<file path="config.mk">
export PLATFORM = sky130hd
export DESIGN_NAME = switch_ingress_port
export DESIGN_NICKNAME = d
export VERILOG_FILES = /design/src/rtl/l2_frame_pkg.sv /design/src/rtl/frame_fifo.sv /design/src/rtl/switch_ingress_port.sv
export SDC_FILE = /design/constraint.sdc
export NUM_CORES = 1
export LEC_CHECK = 0
export CAP_MARGIN = 20
export CORE_ASPECT_RATIO = 0.7
export CORE_UTILIZATION = 56
export CTS_CLUSTER_DIAMETER = 50
export DETAILED_ROUTE_END_ITERATION = 10
export GPL_TIMING_DRIVEN = 0
export PLACE_DENSITY = 0.85
export SETUP_SLACK_MARGIN = 0.15
export SLEW_MARGIN = 0
export SYNTH_ARGS = -nofsm -noshare
export SYNTH_HDL_FRONTEND = slang
export SYNTH_SLANG_ARGS = --single-unit
</file>
<file path="constraint.sdc">
create_clock -name clk -period 3 [get_ports clk]
set_input_delay 0.45 -clock clk [delete_from_list [all_inputs] [get_ports clk]]
set_output_delay 0.45 -clock clk [all_outputs]
set_load 0.005 [all_outputs]
</file>
<file path="src/rtl/l2_frame_pkg.sv">
// Shared L2 frame definitions: frame geometry, field positions, SFD and
// broadcast constants, and the ingress receiver state encoding.
package l2_frame_pkg;

   localparam int unsigned DEPTH      = 16;
   localparam int unsigned ADDR_WIDTH = 4;

   localparam logic [3:0]            SFD_VALUE      = 4'h5;
   localparam logic [ADDR_WIDTH-1:0] BROADCAST_ADDR = '1;

   // Field positions within a frame, MSB first on the wire
   localparam int unsigned SFD_MSB     = 15;
   localparam int unsigned SFD_LSB     = 12;
   localparam int unsigned DST_MSB     = 11;
   localparam int unsigned DST_LSB     = 8;
   localparam int unsigned SRC_MSB     = 7;
   localparam int unsigned SRC_LSB     = 4;
   localparam int unsigned PAYLOAD_MSB = 3;
   localparam int unsigned PAYLOAD_LSB = 0;

   typedef enum logic [1:0] {
      IDLE  = 2'b00,
      SHIFT = 2'b01,
      CHECK = 2'b10
   } state_t;

endpackage

</file>
<file path="src/rtl/frame_fifo.sv">
// First-word-fall-through frame buffer.
// Ports: clk, rst (sync, active-high); push/push_data write side;
// pop/pop_data read side (pop_data valid while !empty, zero when empty);
// full, empty, level occupancy status.
// A push while full is accepted only when a pop happens in the same cycle.
module frame_fifo #(
   parameter int unsigned WIDTH   = 16,
   parameter int unsigned ENTRIES = 4
) (
   input  logic                       clk,
   input  logic                       rst,
   input  logic                       push,
   input  logic [WIDTH-1:0]           push_data,
   input  logic                       pop,
   output logic [WIDTH-1:0]           pop_data,
   output logic                       full,
   output logic                       empty,
   output logic [$clog2(ENTRIES):0]   level
);

   localparam int unsigned AW = $clog2(ENTRIES);
   localparam int unsigned LW = AW + 1;

   logic [WIDTH-1:0] mem [ENTRIES];
   logic [AW-1:0]    wr_ptr;
   logic [AW-1:0]    rd_ptr;
   logic             do_push;
   logic             do_pop;

   assign do_pop   = pop && !empty;
   assign do_push  = push && (!full || do_pop);
   assign full     = (level == LW'(ENTRIES));
   assign empty    = (level == '0);
   assign pop_data = empty ? '0 : mem[rd_ptr];

   // Storage array, not reset: contents are qualified by level
   always_ff @(posedge clk) begin
      if (do_push) begin
         mem[wr_ptr] <= push_data;
      end
   end

   // Pointers wrap naturally since ENTRIES is a power of two
   always_ff @(posedge clk) begin
      if (rst) begin
         wr_ptr <= '0;
         rd_ptr <= '0;
         level  <= '0;
      end else begin
         if (do_push) wr_ptr <= wr_ptr + AW'(1);
         if (do_pop)  rd_ptr <= rd_ptr + AW'(1);
         level <= level + LW'(do_push) - LW'(do_pop);
      end
   end

endmodule

</file>
<file path="src/rtl/switch_ingress_port.sv">
// Ingress stage of one L2 switch port: deserialises MSB-first 16-bit frames
// from an idle-high serial line, rejects bad SFDs, emits source-learning
// pulses and buffers good frames for the forwarding fabric.
// Ports: clk, rst (sync, active-high), rx_bit serial input;
// out_frame/out_valid/out_ready/out_port fabric handshake;
// learn_valid/learn_addr learning event; fifo_level occupancy;
// sfd_err_cnt/drop_cnt saturating statistics; busy while receiving.
module switch_ingress_port
   import l2_frame_pkg::*;
#(
   parameter int unsigned            FIFO_DEPTH = 4,
   parameter int unsigned            PORT_WIDTH = 2,
   parameter logic [PORT_WIDTH-1:0]  PORT_ID    = '0,
   parameter int unsigned            CNT_WIDTH  = 8
) (
   input  logic                          clk,
   input  logic                          rst,
   input  logic                          rx_bit,
   output logic [DEPTH-1:0]              out_frame,
   output logic                          out_valid,
   input  logic                          out_ready,
   output logic [PORT_WIDTH-1:0]         out_port,
   output logic                          learn_valid,
   output logic [ADDR_WIDTH-1:0]         learn_addr,
   output logic [$clog2(FIFO_DEPTH):0]   fifo_level,
   output logic [CNT_WIDTH-1:0]          sfd_err_cnt,
   output logic [CNT_WIDTH-1:0]          drop_cnt,
   output logic                          busy
);

   localparam int unsigned BCW = $clog2(DEPTH);

   state_t                state;
   state_t                state_nx;
   logic [BCW-1:0]        bit_cnt;
   logic [BCW-1:0]        bit_cnt_nx;
   logic                  rx_bit_d1;
   logic [DEPTH-1:0]      shreg;
   logic [3:0]            sfd;
   logic [ADDR_WIDTH-1:0] src;
   logic                  fifo_full;
   logic                  fifo_empty;
   logic                  push;
   logic                  pop;
   logic                  sfd_err_hit;
   logic                  drop_hit;
   logic                  learn_hit;

   assign sfd       = shreg[SFD_MSB:SFD_LSB];
   assign src       = shreg[SRC_MSB:SRC_LSB];
   assign out_valid = !fifo_empty;
   assign pop       = out_valid && out_ready;
   assign out_port  = PORT_ID;

   // State register and bit counter
   always_ff @(posedge clk) begin
      if (rst) begin
         state   <= IDLE;
         bit_cnt <= '0;
      end else begin
         state   <= state_nx;
         bit_cnt <= bit_cnt_nx;
      end
   end

   // Next-state and frame disposition
   always_comb begin
      state_nx    = state;
      bit_cnt_nx  = bit_cnt;
      push        = 1'b0;
      sfd_err_hit = 1'b0;
      drop_hit    = 1'b0;
      learn_hit   = 1'b0;
      case (state)
         IDLE: begin
            if (rx_bit_d1 && !rx_bit) begin
               state_nx   = SHIFT;
               bit_cnt_nx = BCW'(DEPTH - 1);
            end
         end
         SHIFT: begin
            // Start cycle already consumed one count; exit after bit 0 lands
            bit_cnt_nx = bit_cnt - BCW'(1);
            if (bit_cnt == BCW'(1)) state_nx = CHECK;
         end
         CHECK: begin
            state_nx = IDLE;
            if (sfd != SFD_VALUE) begin
               sfd_err_hit = 1'b1;
            end else if (fifo_full && !out_ready) begin
               drop_hit = 1'b1;
            end else begin
               push      = 1'b1;
               learn_hit = (src != BROADCAST_ADDR);
            end
         end
         default: state_nx = IDLE;
      endcase
   end

   // Line history and free-running deserialiser
   always_ff @(posedge clk) begin
      if (rst) begin
         rx_bit_d1 <= 1'b1;
         shreg     <= '0;
      end else begin
         rx_bit_d1 <= rx_bit;
         shreg     <= {shreg[DEPTH-2:0], rx_bit};
      end
   end

   // Learning event, busy flag and saturating statistics
   always_ff @(posedge clk) begin
      if (rst) begin
         learn_valid <= 1'b0;
         learn_addr  <= '0;
         busy        <= 1'b0;
         sfd_err_cnt <= '0;
         drop_cnt    <= '0;
      end else begin
         learn_valid <= learn_hit;
         if (learn_hit) learn_addr <= src;
         busy <= (state_nx != IDLE);
         if (sfd_err_hit && (sfd_err_cnt != '1)) sfd_err_cnt <= sfd_err_cnt + CNT_WIDTH'(1);
         if (drop_hit && (drop_cnt != '1))       drop_cnt    <= drop_cnt + CNT_WIDTH'(1);
      end
   end

   frame_fifo #(
      .WIDTH   (DEPTH),
      .ENTRIES (FIFO_DEPTH)
   ) u_fifo (
      .clk       (clk),
      .rst       (rst),
      .push      (push),
      .push_data (shreg),
      .pop       (pop),
      .pop_data  (out_frame),
      .full      (fifo_full),
      .empty     (fifo_empty),
      .level     (fifo_level)
   );

endmodule

</file>
==> results.json, run 1 <==
{
  "outcome": "finished, final reports clean",
  "hold_buffers": 0,
  "max_slew_margin": 0.5700,
  "portBuffers": 44,
  "final_hold_viol_count": 0,
  "n_fill_cell": 481,
  "cts_setup_buffers": 0,
  "ios": 48,
  "avgSynthCellArea_um2": 13.84,
  "cp_max_fo": 10,
  "grt_pass1_vias": 2944,
  "fin_cells": 511,
  "start_util": 0.5829,
  "htree_num_levels": 4,
  "yosysTopAreaCellShare": 0.4171,
  "wire_per_inst_um": 18.35,
  "reg2reg_depth": 9,
  "core-area_mm2": 0.007905,
  "drv_slew": 0,
  "grt_pass1_wl_um": 14930,
  "fin_util": 0.7422,
  "skew_ns": 0.01328,
  "die_area_mm2": 0.008601,
  "worst_setup_path_end_kind": "output port",
  "clock_latency_ns": 0.41,
  "dr.first_iter.drc_count": 165,
  "setup_slack_ns": 0.2835,
  "critPathKind": "flop to output port",
  "rows": 27,
  "antenna_left": 0,
  "synth_area_mm2": 0.004608,
  "r2r-end": "u_fifo.level[2]$_SDFF_PP0_",
  "required_ns": 2.55,
  "area_growth_pct": 27.31,
  "whs_path_depth": 2,
  "synthTopCellsByArea": "edfxtp_1, dfxtp_1, mux4_2",
  "startpoint_type": "flop",
  "dp_hpwl_um": 5756,
  "path_clk_slew_ns": 0.05,
  "numCtsBuffers": 17,
  "cp.arrival_ns": 2.27,
  "worstReg2RegStart": "shreg[14]$_SDFF_PP0_",
  "fin_tns_setup_ns": 0,
  "totalPowerFinal_mw": 4.985,
  "ir_drop_uv": 605.5,
  "cts_root_buffer": "clkbuf_16",
  "fin_nets": 412,
  "setup_violations": 0,
  "fin_crit_ns": 2.717,
  "grt_max_degree": 17,
  "drive_gt1_frac": 0.1585,
  "cts_resized": 12,
  "cellLeakagePower_nw": 1.979,
  "post-place-ws_ns": 0.1297,
  "gp_congestion": 0.8469,
  "synthCells": 333,
  "drc": 0,
  "antenna_cells": 0,
  "ys_warn_count": 0,
  "routed_wl_um": 9378,
  "hold_start": "learn_addr[1]$_SDFFE_PP0P_",
  "worstHoldEndpoint": "learn_addr[1]$_SDFFE_PP0P_",
  "power_density_mw_per_mm2": 849.7,
  "dp.cells": 479,
  "clock.fmax_mhz": 368.1,
  "fin_area_mm2": 0.005867,
  "tritoncts": "built",
  "die_h_um": 77.90,
  "synth_top_cell_by_area": "edfxtp_1",
  "finalCritPeriodShare": 0.9055,
  "track_usage": 0.2339,
  "clock_sinks": 118,
  "regToRegSetupSlack_ns": 0.32,
  "clockBufferDepth": 2,
  "tightest_slew_ns": 0.6360,
  "dr.pass1.iters": 5,
  "min_path_type": "flop to flop",
  "rsz0062_at_grt": "false",
  "maxCapViolations": 0,
  "viasPerCell": 5.720,
  "hold_slack_ns": 0.4672,
  "antenna_found_initial": 0,
  "ys_ff_latch": 118,
  "dr_total_vias": 2923,
  "synth.distinct_cells": 44,
  "seq_area_frac_synth": 0.6516,
  "die_w_um": 110.4,
  "grt_overflow": 0,
  "placed_area_mm2": 0.005179
}
==> critical path: stages (launching register included) <==
cell	delay (ns)
dfxtp_1	0.31
clkbuf_4	0.23
buf_8	0.19
mux4_2	0.53
and2_1	0.17
clkdlybuf4s50_1	0.43
==> cell families after synthesis <==
kind of cell,synth area share
buffers and inverters,0.02661
multiplexers,0.08689
flip-flops,0.6516
XOR/XNOR,0.01711
AO/OA/AOI/OAI,0.04698
AND/OR/NAND/NOR,0.1385
adder cells (fa/ha/maj),0.03150
other,0.0008138
==> registers in the layout, summed over array words and instances, names as in the netlist, named ones only <==
name,cells
shreg,16
learn_valid,1
state,2
sfd_err_cnt,8
u_fifo.mem,64
bit_cnt,4
rx_bit_d1,1
u_fifo.rd_ptr,2
drop_cnt,8
learn_addr,4
u_fifo.wr_ptr,2
busy,1
u_fifo.level,3
==> layer usage <==
layer	vias up	GRT usage	wire length [µm]
met5	-	0	0
met2	101	0.3770	4672
met4	0	0.08133	129
met1	1441	0.2952	4043
met3	17	0.08359	532
li1	1364	-	-
==> placed cells by master (no fill, tap or decap), types with 5 or more instances in the layout <==
master,count
edfxtp_1,64
dfxtp_1,54
clkdlybuf4s50_1,44
nor2_1,21
nor2b_1,17
and2_1,17
clkbuf_16,17
mux4_2,16
inv_1,13
a21oi_1,12
nand2_1,11
ha_1,10
clkbuf_1,9
nand3_1,8
or3_1,7
xor2_1,6
nand4_1,5
o21ai_0,5
bufinv_16,5
==> cell type report <==
class / instances / area [µm²] / area share
Sequential cell: 118 / 3003 / 0.5118
Clock buffer: 17 / 425.4 / 0.07251
Buffer: 17 / 91.34 / 0.01557
Timing Repair Buffer: 44 / 440.4 / 0.07507
Multi-Input combinational cell: 186 / 1506 / 0.2568
Clock inverter: 15 / 225.2 / 0.03839
Tap cell: 101 / 126.4 / 0.02154
Inverter: 13 / 48.80 / 0.008317
==> worst max-delay path by stage <==
stage | start | endpoint | slack (ns)
2_1_floorplan | shreg[14]$_SDFF_PP0_ | u_fifo.level[2]$_SDFF_PP0_ | 0.65
3_3_place_gp | out_ready | u_fifo.level[2]$_SDFF_PP0_ | 0.13
3_5_place_dp | flop | out_frame[14] | 0.13
4_1_cts | flop | out_frame[6] | 0.22
5_1_grt | u_fifo.level[1]$_SDFF_PP0_ | out_frame[6] | 0.15
6_report | flop | out_frame[6] | 0.28
==> power by group <==
group / switching (mW) / internal, mW
sequential: 0.0468 / 1.74
combinational: 0.384 / 0.587
clock: 0.745 / 1.48
==> Yosys cell counts, drive strengths merged <==
cell and instances:
a211oi 2, buf 4, nand2b 2, xor2 6, o211ai 1, o21ai 5
and4 2, nand2 11, a221oi 2, or4b 2, a311oi 1, conb 1
nor4b 1, nand4 5, mux4 16, nor2 21, ha 10, inv 13
o41ai 2, clkbuf 13, nor2b 17, nor4 1, dfxtp 54, and3 1
nand3 8, o311ai 2, or3 8, edfxtp 64, o31ai 4, nand4bb 1
nor3 4, nor4bb 1, o2111ai 2, mux2i 4, and3b 1, and2 21
a21oi 12, fa 1, or4 3, xnor2 3, or2 1
Note: power is estimated with default switching activity, not from simulation.
==> run 2: changes to the inputs <==
--- a/config.mk
+++ b/config.mk
@@ -12,7 +12,6 @@
 export DETAILED_ROUTE_END_ITERATION = 10
 export GPL_TIMING_DRIVEN = 0
 export PLACE_DENSITY = 0.85
-export SETUP_SLACK_MARGIN = 0.15
 export SLEW_MARGIN = 0
 export SYNTH_ARGS = -nofsm -noshare
 export SYNTH_HDL_FRONTEND = slang
==> results.json, run 2 (same netlist as run 1, synthesis figures left out) <==
{
  "outcome": "finished, final reports clean",
  "htree_num_levels": 4,
  "final_hold_viol_count": 0,
  "totalPowerFinal_mw": 4.956,
  "dp_hpwl_um": 5756,
  "dr_total_vias": 2941,
  "ios": 48,
  "regMostFlops": "u_fifo.mem",
  "rows": 27,
  "grt_pass1_wl_um": 14680,
  "drive_gt1_frac": 0.1450,
  "startpoint_type": "flop",
  "die_area_mm2": 0.008601,
  "ir_drop_uv": 627.2,
  "cp_cell_sequence": "nor4bb_2, and3_1, clkbuf_1, and2_1",
  "start_util": 0.5829,
  "antenna_left": 0,
  "antenna_found_initial": 0,
  "clock_latency_ns": 0.42,
  "fin_area_mm2": 0.005829,
  "maxCapViolations": 0,
  "slowest_stage": "and2_1",
  "worst_setup_path_end_kind": "flop",
  "portBuffers": 44,
  "core-area_mm2": 0.007905,
  "wire_per_inst_um": 18.37,
  "min_path_type": "flop to flop",
  "finalCritPeriodShare": 0.9304,
  "fin_nets": 409,
  "power_density_mw_per_mm2": 850.3,
  "setup_violations": 0,
  "tightest_slew_ns": 0.8888,
  "track_usage": 0.2301,
  "clock.fmax_mhz": 358.3,
  "numCtsBuffers": 17,
  "clock_sinks": 118,
  "path_clk_slew_ns": 0.05,
  "viasPerCell": 5.789,
  "max_stage_delay_ns": 0.78,
  "rsz0062_at_grt": "false",
  "die_h_um": 77.90,
  "grt_pass1_vias": 2903,
  "cp_max_fo": 16,
  "grt_overflow": 0,
  "final_common_cell": "edfxtp_1",
  "antenna_cells": 0,
  "cellLeakagePower_nw": 1.961,
  "die_w_um": 110.4,
  "setup_slack_ns": 0.2087,
  "skew_ns": 0.01630,
  "tritoncts": "built",
  "max_slew_margin": 0.4075,
  "placed_area_mm2": 0.005179,
  "routed_wl_um": 9334,
  "drv_slew": 0,
  "gp_congestion": 0.8469,
  "fin_tns_setup_ns": 0,
  "clockBufferDepth": 2,
  "final_cell_mix": "edfxtp_1, dfxtp_1, clkdlybuf4s50_1, and2_1, nor2_1",
  "cts_setup_buffers": 0,
  "dr.pass1.iters": 5,
  "critPathKind": "flop to flop",
  "required_ns": 3.03,
  "cp.arrival_ns": 2.82,
  "drc": 0,
  "area_growth_pct": 26.50,
  "grt_max_degree": 17,
  "cts_root_buffer": "clkbuf_16",
  "reg_top3": "u_fifo.mem: 64 flops, shreg: 16 flops",
  "largest_reg_flops": 64,
  "post-place-ws_ns": 0.1297,
  "dr.first_iter.drc_count": 159,
  "fin_crit_ns": 2.791
}
run 2: cell count changes in the layout (fill, tap and decap cells not counted), sizes merged:
cell and change:
clkbuf -3
run 2: what timing repair did:
item,CTS,global route
resized for setup,3,1
hold buffers,0,0
setup endpoints to repair,10,70
run 2: where the power goes:
group          switching [mW]  leakage (nW)  internal, mW
clock                   0.749         0.307          1.48
combinational           0.347         0.677         0.560
sequential             0.0775         0.977          1.74
total                    1.17          1.96          3.78
run 2: worst paths after layout:
kind,startpoint,end,slack [ns],cells after the start
setup / recovery,shreg[14]$_SDFF_PP0_,u_fifo.mem[2][5]$_DFFE_PP_,0.21,4
hold / removal,learn_addr[1]$_SDFFE_PP0P_,learn_addr[1]$_SDFFE_PP0P_,0.47,2
setup reg to reg,shreg[14]$_SDFF_PP0_,u_fifo.mem[2][5]$_DFFE_PP_,0.21,4
hold reg to reg,learn_addr[1]$_SDFFE_PP0P_,learn_addr[1]$_SDFFE_PP0P_,0.47,2
run 2: critical path, delay by kind of cell, from the launching register on:
family | cells | cell delay, ns
simple gates | 3 | 1.60
flops | 1 | 0.44
buf+inv | 1 | 0.37
run 2: layout make-up:
cell class	count	area (µm²)
Fill cell	486	2076
Buffer	14	66.31
Clock inverter	15	225.2
Timing Repair Buffer	44	440.4
Multi-Input combinational cell	186	1493
Clock buffer	17	425.4
Tap cell	101	126.4
Sequential cell	118	3004
Inverter	13	48.80
run 2: through the flow:
step,utilization,hold slack (ns),std cells
2_1_floorplan,-,0.4525,334
3_3_place_gp,0.6551,0.4582,479
3_5_place_dp,0.6551,0.4589,479
4_1_cts,0.7376,0.4608,510
5_1_grt,0.7374,0.4869,508
6_report,0.7374,0.4652,508
run 2: per-layer routing:
metal | vias up | GRT usage | share of wire
met1 | 1456 | 0.2883 | 0.43
met3 | 23 | 0.08359 | 0.061
met5 | - | 0 | 0
met2 | 103 | 0.3764 | 0.49
li1 | 1359 | - | -
met4 | 0 | 0.07067 | 0.014
